--- src/rtl/sha256_msg_padder.sv ---
// Purpose: pads a 32-bit big-endian word stream into SHA-256 512-bit blocks (0x80 marker, zero fill, 64-bit bit length).
// Latency: blk_valid rises 1 + (number of PAD cycles, <=15) cycles after the last word is accepted.
// Backpressure: while a block is held in EMIT, in_ready=0 and blk_data/blk_first/blk_final stay stable until blk_ready.
module sha256_msg_padder #(
    parameter int LEN_W = 64
) (
    input  logic         clk,
    input  logic         rst_n,
    input  logic         in_valid,
    output logic         in_ready,
    input  logic [31:0]  in_data,
    input  logic         in_last,
    input  logic [2:0]   in_nbytes,
    output logic         blk_valid,
    input  logic         blk_ready,
    output logic [511:0] blk_data,
    output logic         blk_first,
    output logic         blk_final
);

    typedef enum logic [1:0] {
        ACCEPT = 2'd0,
        PAD    = 2'd1,
        EMIT   = 2'd2
    } state_t;

    state_t           state, state_nx;
    logic [3:0]       wcnt, wcnt_nx;
    logic [LEN_W-1:0] bitcnt, bitcnt_nx;
    logic             first_pend, first_pend_nx;
    logic             marker_done, marker_done_nx;
    // final_q: the block being built/held carries the length field
    logic             final_q, final_nx;
    // pad_after: where a non-final EMIT returns to (PAD when the message is already complete)
    logic             pad_after, pad_after_nx;

    logic             wr_en;
    logic [31:0]      wr_dat;
    logic             len_wr;
    logic [31:0]      buf_q [16];
    logic [63:0]      len64;
    logic [2:0]       nb_eff;
    logic [31:0]      last_word;
    logic             in_fire;

    assign in_ready  = (state == ACCEPT);
    assign in_fire   = in_valid && in_ready;
    assign blk_valid = (state == EMIT);
    assign blk_first = (state == EMIT) && first_pend;
    assign blk_final = (state == EMIT) && final_q;
    assign len64     = 64'(bitcnt);

    // Effective byte count of the incoming word and its marker-padded form
    always_comb begin
        nb_eff    = 3'd4;
        last_word = in_data;
        if (in_last && in_nbytes != 3'd0 && in_nbytes < 3'd4) begin
            nb_eff = in_nbytes;
        end
        case (nb_eff)
            3'd1:    last_word = (in_data & 32'hFF00_0000) | 32'h0080_0000;
            3'd2:    last_word = (in_data & 32'hFFFF_0000) | 32'h0000_8000;
            3'd3:    last_word = (in_data & 32'hFFFF_FF00) | 32'h0000_0080;
            default: last_word = in_data;
        endcase
    end

    // Next-state and buffer write control
    always_comb begin
        state_nx       = state;
        wcnt_nx        = wcnt;
        bitcnt_nx      = bitcnt;
        first_pend_nx  = first_pend;
        marker_done_nx = marker_done;
        final_nx       = final_q;
        pad_after_nx   = pad_after;
        wr_en          = 1'b0;
        wr_dat         = 32'h0;
        len_wr         = 1'b0;
        case (state)
            ACCEPT: begin
                if (in_fire) begin
                    wr_en     = 1'b1;
                    wr_dat    = last_word;
                    bitcnt_nx = bitcnt + LEN_W'({nb_eff, 3'b000});
                    final_nx  = 1'b0;
                    if (!in_last) begin
                        pad_after_nx = 1'b0;
                        if (wcnt == 4'd15) state_nx = EMIT;
                        else               wcnt_nx  = wcnt + 4'd1;
                    end else begin
                        pad_after_nx   = 1'b1;
                        marker_done_nx = (nb_eff != 3'd4);
                        if (wcnt == 4'd15) begin
                            state_nx = EMIT;
                        end else begin
                            wcnt_nx  = wcnt + 4'd1;
                            state_nx = PAD;
                        end
                    end
                end
            end
            PAD: begin
                if (wcnt == 4'd14 && marker_done) begin
                    // length occupies the last two slots, written together
                    len_wr   = 1'b1;
                    final_nx = 1'b1;
                    state_nx = EMIT;
                end else begin
                    wr_en          = 1'b1;
                    wr_dat         = marker_done ? 32'h0 : 32'h8000_0000;
                    marker_done_nx = 1'b1;
                    if (wcnt == 4'd15) begin
                        final_nx     = 1'b0;
                        pad_after_nx = 1'b1;
                        state_nx     = EMIT;
                    end else begin
                        wcnt_nx = wcnt + 4'd1;
                    end
                end
            end
            EMIT: begin
                if (blk_ready) begin
                    first_pend_nx = 1'b0;
                    wcnt_nx       = 4'd0;
                    if (final_q) begin
                        state_nx       = ACCEPT;
                        bitcnt_nx      = '0;
                        first_pend_nx  = 1'b1;
                        marker_done_nx = 1'b0;
                        final_nx       = 1'b0;
                        pad_after_nx   = 1'b0;
                    end else begin
                        state_nx = pad_after ? PAD : ACCEPT;
                    end
                end
            end
            default: state_nx = ACCEPT;
        endcase
    end

    // Control state registers
    always_ff @(posedge clk or negedge rst_n) begin
        if (!rst_n) begin
            state       <= ACCEPT;
            wcnt        <= 4'd0;
            bitcnt      <= '0;
            first_pend  <= 1'b1;
            marker_done <= 1'b0;
            final_q     <= 1'b0;
            pad_after   <= 1'b0;
        end else begin
            state       <= state_nx;
            wcnt        <= wcnt_nx;
            bitcnt      <= bitcnt_nx;
            first_pend  <= first_pend_nx;
            marker_done <= marker_done_nx;
            final_q     <= final_nx;
            pad_after   <= pad_after_nx;
        end
    end

    // Block buffer: every slot is rewritten before each EMIT, so no reset is needed
    always_ff @(posedge clk) begin
        if (wr_en) begin
            buf_q[wcnt] <= wr_dat;
        end
        if (len_wr) begin
            buf_q[14] <= len64[63:32];
            buf_q[15] <= len64[31:0];
        end
    end

    // Present the block only while held in EMIT, zero otherwise
    always_comb begin
        blk_data = '0;
        if (state == EMIT) begin
            for (int i = 0; i < 16; i++) begin
                blk_data[511-32*i -: 32] = buf_q[i];
            end
        end
    end

endmodule
--- config.mk ---
export PLATFORM = sky130hd
export DESIGN_NAME = sha256_msg_padder
export DESIGN_NICKNAME = d
export VERILOG_FILES = /design/src/rtl/sha256_msg_padder.sv
export SDC_FILE = /design/constraint.sdc
export NUM_CORES = 1
export LEC_CHECK = 0
export ABC_AREA = 1
export BUFFER_PORTS_ARGS = -buffer_cell sky130_fd_sc_hd__buf_2
export CAP_MARGIN = 20
export CORE_AREA = 2 2 273 275
export CTS_BUF_LIST = sky130_fd_sc_hd__clkbuf_16
export DETAILED_ROUTE_END_ITERATION = 7
export DIE_AREA = 0 0 275 277
export PLACE_DENSITY = 0.67
export SLEW_MARGIN = 20
export SYNTH_ARGS = -nofsm -noshare
export SYNTH_HDL_FRONTEND = slang
export SYNTH_SLANG_ARGS = --single-unit
--- constraint.sdc ---
create_clock -name clk -period 3.82 [get_ports clk]
set_input_delay 0 -clock clk [delete_from_list [all_inputs] [get_ports clk]]
set_output_delay 0 -clock clk [all_outputs]
set_load 0.005 [all_outputs]
==> metrics.txt <==
# TYPE chip_impl_metric gauge
chip_impl_metric{name="total_switching_power",unit="W"} 0.00510
chip_impl_metric{name="dieWidth",unit="um"} 275
chip_impl_info{name="grt_setup_unrepaired",value="false"} 1
chip_impl_info{name="hold_path_end",value="buf_q[1][28]"} 1
chip_impl_metric{name="synthToLayoutAreaGrowth",unit="%"} 25.2
chip_impl_metric{name="core.rowCount",unit=""} 100
chip_impl_metric{name="worst_path_largest_cell_delay",unit="ps"} 550
chip_impl_metric{name="ctsLongestPathBuffers",unit=""} 3
chip_impl_metric{name="die-area",unit="um^2"} 76200
chip_impl_info{name="startpoint_type",value="flip-flop"} 1
chip_impl_metric{name="worstHoldPathCells",unit=""} 4
chip_impl_metric{name="maxClockFrequency",unit="MHz"} 323
chip_impl_metric{name="boundaryPins",unit=""} 556
chip_impl_metric{name="finalSetupTns",unit="ps"} 0
chip_impl_metric{name="coreArea",unit="um^2"} 73600
chip_impl_metric{name="syn_area_per_cell",unit="um^2"} 9.78
chip_impl_metric{name="layout.core_utilization",unit="%"} 43.2
chip_impl_metric{name="mappedNetlistNets",unit=""} 2646
chip_impl_metric{name="antenna_found_initial",unit=""} 7
chip_impl_metric{name="crit_arrival",unit="ps"} 3090
chip_impl_metric{name="worstPathMaxFanout",unit=""} 267
chip_impl_metric{name="cts_repair_resize_count",unit=""} 0
chip_impl_metric{name="tritoncts.num_buffers",unit=""} 58
chip_impl_metric{name="post_synth_instance_area",unit="um^2"} 25400
chip_impl_metric{name="avgRoutedWirePerCell",unit="um"} 19.7
chip_impl_metric{name="drcViolationCount",unit=""} 0
chip_impl_metric{name="via_count_of_the_first_global_routing_pass",unit=""} 18029
chip_impl_metric{name="ys_warn_count",unit=""} 0
chip_impl_metric{name="vertical_extent_of_the_die",unit="um"} 277
chip_impl_metric{name="timing.reg2reg.setup_slack",unit="ps"} 1040
chip_impl_metric{name="wl",unit="um"} 83200
chip_impl_metric{name="finish.instance_area",unit="um^2"} 31800
chip_impl_metric{name="internal-power",unit="W"} 0.0119
chip_impl_metric{name="fin_crit",unit="ps"} 3090
chip_impl_metric{name="share_comb_of_total_power",unit="%"} 18.0
chip_impl_metric{name="initialDrtViolationCount",unit=""} 1899
chip_impl_info{name="path_common_cell",value="sky130_fd_sc_hd__inv_1"} 1
chip_impl_info{name="status",value="finished, final reports clean"} 1
chip_impl_metric{name="sequentialPowerShare",unit="%"} 49.1
chip_impl_info{name="cts_tree",value="done"} 1
chip_impl_info{name="critical_path.top_delay_family",value="buffers and inverters"} 1
chip_impl_metric{name="htreeDepth",unit=""} 2
chip_impl_info{name="ys_top_cells_by_area",value="sky130_fd_sc_hd__edfxtp_1 61%, sky130_fd_sc_hd__nand2_1 12%, sky130_fd_sc_hd__inv_1 9.6%, sky130_fd_sc_hd__dfrtp_1 6.9%, sky130_fd_sc_hd__nor2_1 2.9%"} 1
chip_impl_metric{name="clk-insertion-delay-late",unit="ps"} 620
chip_impl_info{name="post-synth-top-count-cell",value="sky130_fd_sc_hd__nand2_1"} 1
chip_impl_metric{name="power_density",unit="nW/um^2"} 536
chip_impl_metric{name="critPathRequiredTime",unit="ps"} 3820
chip_impl_metric{name="total_routing_usage_reported_by_global_routing",unit="%"} 21.1
chip_impl_metric{name="worst-r2r-cell-count",unit=""} 8
chip_impl_metric{name="proportion_of_synthesized_chip_area_in_sequential_cells",unit="%"} 67.6
chip_impl_metric{name="postLayoutSetupSlackWorst",unit="ps"} 726
chip_impl_metric{name="power.switching_fraction",unit="%"} 30.0
chip_impl_metric{name="grt_pass1_wl",unit="um"} 118000
chip_impl_metric{name="synthesized_netlist_cell_count",unit=""} 2594
chip_impl_info{name="crit_path_top_delay_cell",value="sky130_fd_sc_hd__buf_12"} 1
chip_impl_metric{name="vias_per_cell",unit=""} 4.55
chip_impl_info{name="netlist_top_cells_count",value="811 x sky130_fd_sc_hd__nand2_1, 648 x sky130_fd_sc_hd__inv_1, 512 x sky130_fd_sc_hd__edfxtp_1, 193 x sky130_fd_sc_hd__nor2_1, 89 x sky130_fd_sc_hd__o21ai_0"} 1
chip_impl_metric{name="p_clk_share",unit="%"} 32.9
chip_impl_metric{name="cts.clk_slew.worst_paths",unit="ps"} 60
chip_impl_metric{name="final_net_count",unit=""} 3269
chip_impl_metric{name="setup_viol",unit=""} 0
chip_impl_metric{name="synth-edff-count",unit=""} 512
chip_impl_info{name="endpoint_kind",value="output pin"} 1
chip_impl_metric{name="route.vias.total",unit=""} 19290
chip_impl_metric{name="count_of_state_elements_after_synthesis",unit=""} 583
chip_impl_info{name="synth.largest_area_cell",value="sky130_fd_sc_hd__edfxtp_1"} 1
chip_impl_metric{name="total_leakage_power",unit="nW"} 17.3
chip_impl_metric{name="timing.clock.skew",unit="ps"} 20.7
chip_impl_metric{name="drt_pre_antenna_iters",unit=""} 6
chip_impl_info{name="cts_root_buffer",value="sky130_fd_sc_hd__clkbuf_16"} 1
chip_impl_metric{name="slew_viol_final",unit=""} 0
chip_impl_metric{name="gpl.final_weighted_congestion",unit=""} 0.986
chip_impl_metric{name="synth_top_area_share",unit="%"} 60.6
chip_impl_metric{name="place_area",unit="um^2"} 29600
chip_impl_info{name="path_class",value="flip-flop to output pin"} 1
chip_impl_metric{name="maximum_number_of_pins_on_one_net_before_global_route_repair",unit=""} 268
chip_impl_metric{name="dp_worst_setup_slack",unit="ps"} 1030
chip_impl_metric{name="drt.antenna.violating_nets",unit=""} 0
chip_impl_info{name="min-delay-start",value="in_data[28]"} 1
chip_impl_metric{name="timing_worst_slew_pin_value",unit="ps"} 1360
chip_impl_metric{name="worstPathBufferInverterCount",unit=""} 4
chip_impl_metric{name="post_route_cells_drive_above_1_share",unit="%"} 23.4
chip_impl_metric{name="vdd_ir_drop_max",unit="mV"} 0.284
chip_impl_metric{name="io_buffers",unit=""} 555
chip_impl_info{name="rr_endpoint",value="buf_q[4][18]"} 1
chip_impl_info{name="cp_cell_instances",value="inv_1 -> ha_4 -> buf_12 -> nand2_1 -> inv_1 -> buf_2"} 1
chip_impl_metric{name="worst_case_headroom_to_the_max_slew_limit",unit="%"} 9.14
chip_impl_metric{name="clock_sinks",unit=""} 583
chip_impl_info{name="yosys_most_used_dff",value="sky130_fd_sc_hd__edfxtp_1"} 1
chip_impl_info{name="holdCritPathClass",value="primary input to flip-flop"} 1
chip_impl_info{name="rr_startpoint",value="state[0]"} 1
chip_impl_metric{name="grt_remaining_overflow",unit=""} 0
chip_impl_metric{name="fraction_of_registers_with_async_set_reset",unit="%"} 12.2
chip_impl_metric{name="cap_viol_max_count",unit=""} 0
chip_impl_metric{name="dp_hpwl",unit="um"} 58400
chip_impl_metric{name="final_min_period_over_clock_period",unit="%"} 81.0
chip_impl_metric{name="synth.distinct_cells",unit=""} 36
chip_impl_metric{name="initial_core_util",unit="%"} 34.5
chip_impl_metric{name="finalHoldViolations",unit=""} 0
## metal layers
metal	global-route usage, %	part of all wire, %	vias to the layer above
li1	-	-	9190
met1	26.8	40	9155
met2	37.3	51	809
met3	2.81	6.4	132
met4	6.36	2.9	4
met5	0	0.032	-
## stage by stage
step	total power, W	std cells	hold WS [ps]
3_5_place_dp	0.0116	4092	44.7
5_1_grt	0.0177	4234	13.1
6_report	0.0170	4235	22.0
4_1_cts	0.0172	4233	6.01
2_1_floorplan	0.00995	2594	-296
3_3_place_gp	0.0115	4092	53.8
## how the worst max path moves through the flow
stage,start,to,depth (start not counted)
4_1_cts,state[0],blk_data[462],6
5_1_grt,state[0],blk_data[462],6
3_5_place_dp,state[0],buf_q[4][18],8
2_1_floorplan,state[0],buf_q[2][0],6
6_report,state[0],blk_data[462],6
3_3_place_gp,state[0],buf_q[4][18],8
## cell families (layout without fill, tap and decap cells)
logic type	Yosys count	after routing	synth area share, %
AO/OA/AOI/OAI	132	132	2.68
adder cells (fa/ha/maj)	12	12	0.621
buffers and inverters	733	1404	11.2
flip-flops	583	583	67.6
multiplexers	1	1	0.0444
other	0	1	0
AND/OR/NAND/NOR	1133	1133	17.9
## repair_timing
item                      in CTS  in global routing
hold buffers                  33                  1
buffers inserted               0                  0
hold endpoints to repair     276                 11
## power by group through the flow
| stage | Combinational, W | Clock, W | Sequential, W |
|---|---|---|---|
| 3_5_place_dp | 0.00307 | 0 | 0.00850 |
| 5_1_grt | 0.00335 | 0.00592 | 0.00844 |
| 4_1_cts | 0.00311 | 0.00571 | 0.00837 |
| 6_report | 0.00306 | 0.00561 | 0.00837 |
| 2_1_floorplan | 0.00154 | 0 | 0.00841 |
| 3_3_place_gp | 0.00305 | 0 | 0.00849 |
## layout make-up
| class | instances | area, um^2 |
|---|---|---|
| clock buffer | 58 | 1450 |
| timing repair buffer | 643 | 3560 |
| sequential | 583 | 17200 |
| clock inverter | 50 | 399 |
| multi-input combinational | 1278 | 5550 |
| inverter | 653 | 2450 |
| antenna | 1 | 2.50 |
| fill | 7033 | 41800 |
| tap | 969 | 1210 |
## placed cells by master, fill, tap and decap left out, drive strengths merged, types with 2 or more instances in the layout
cell type,count
ha,11
nand4,27
a31oi,3
clkbuf,58
clkinvlp,9
nor3,19
o21ai,92
nor2,214
o31ai,2
nand2,818
clkinv,26
and2,2
o211ai,4
dlygate4sd3,33
a21oi,30
inv,663
edfxtp,512
bufinv,5
buf,610
nand3,51
dfrtp,70
## sequential cells by signal, indices dropped and copies added (netlist names)
signal       count
final_q          1
pad_after        1
bitcnt          61
state            2
marker_done      1
wcnt             4
buf_q          512
first_pend       1
## tightest hold or removal path: cells and delay by family
kind	cells	cell delay (ps)
buf+inv	3	380
simple gates	1	50
Note: power is estimated with default switching activity, not from simulation.
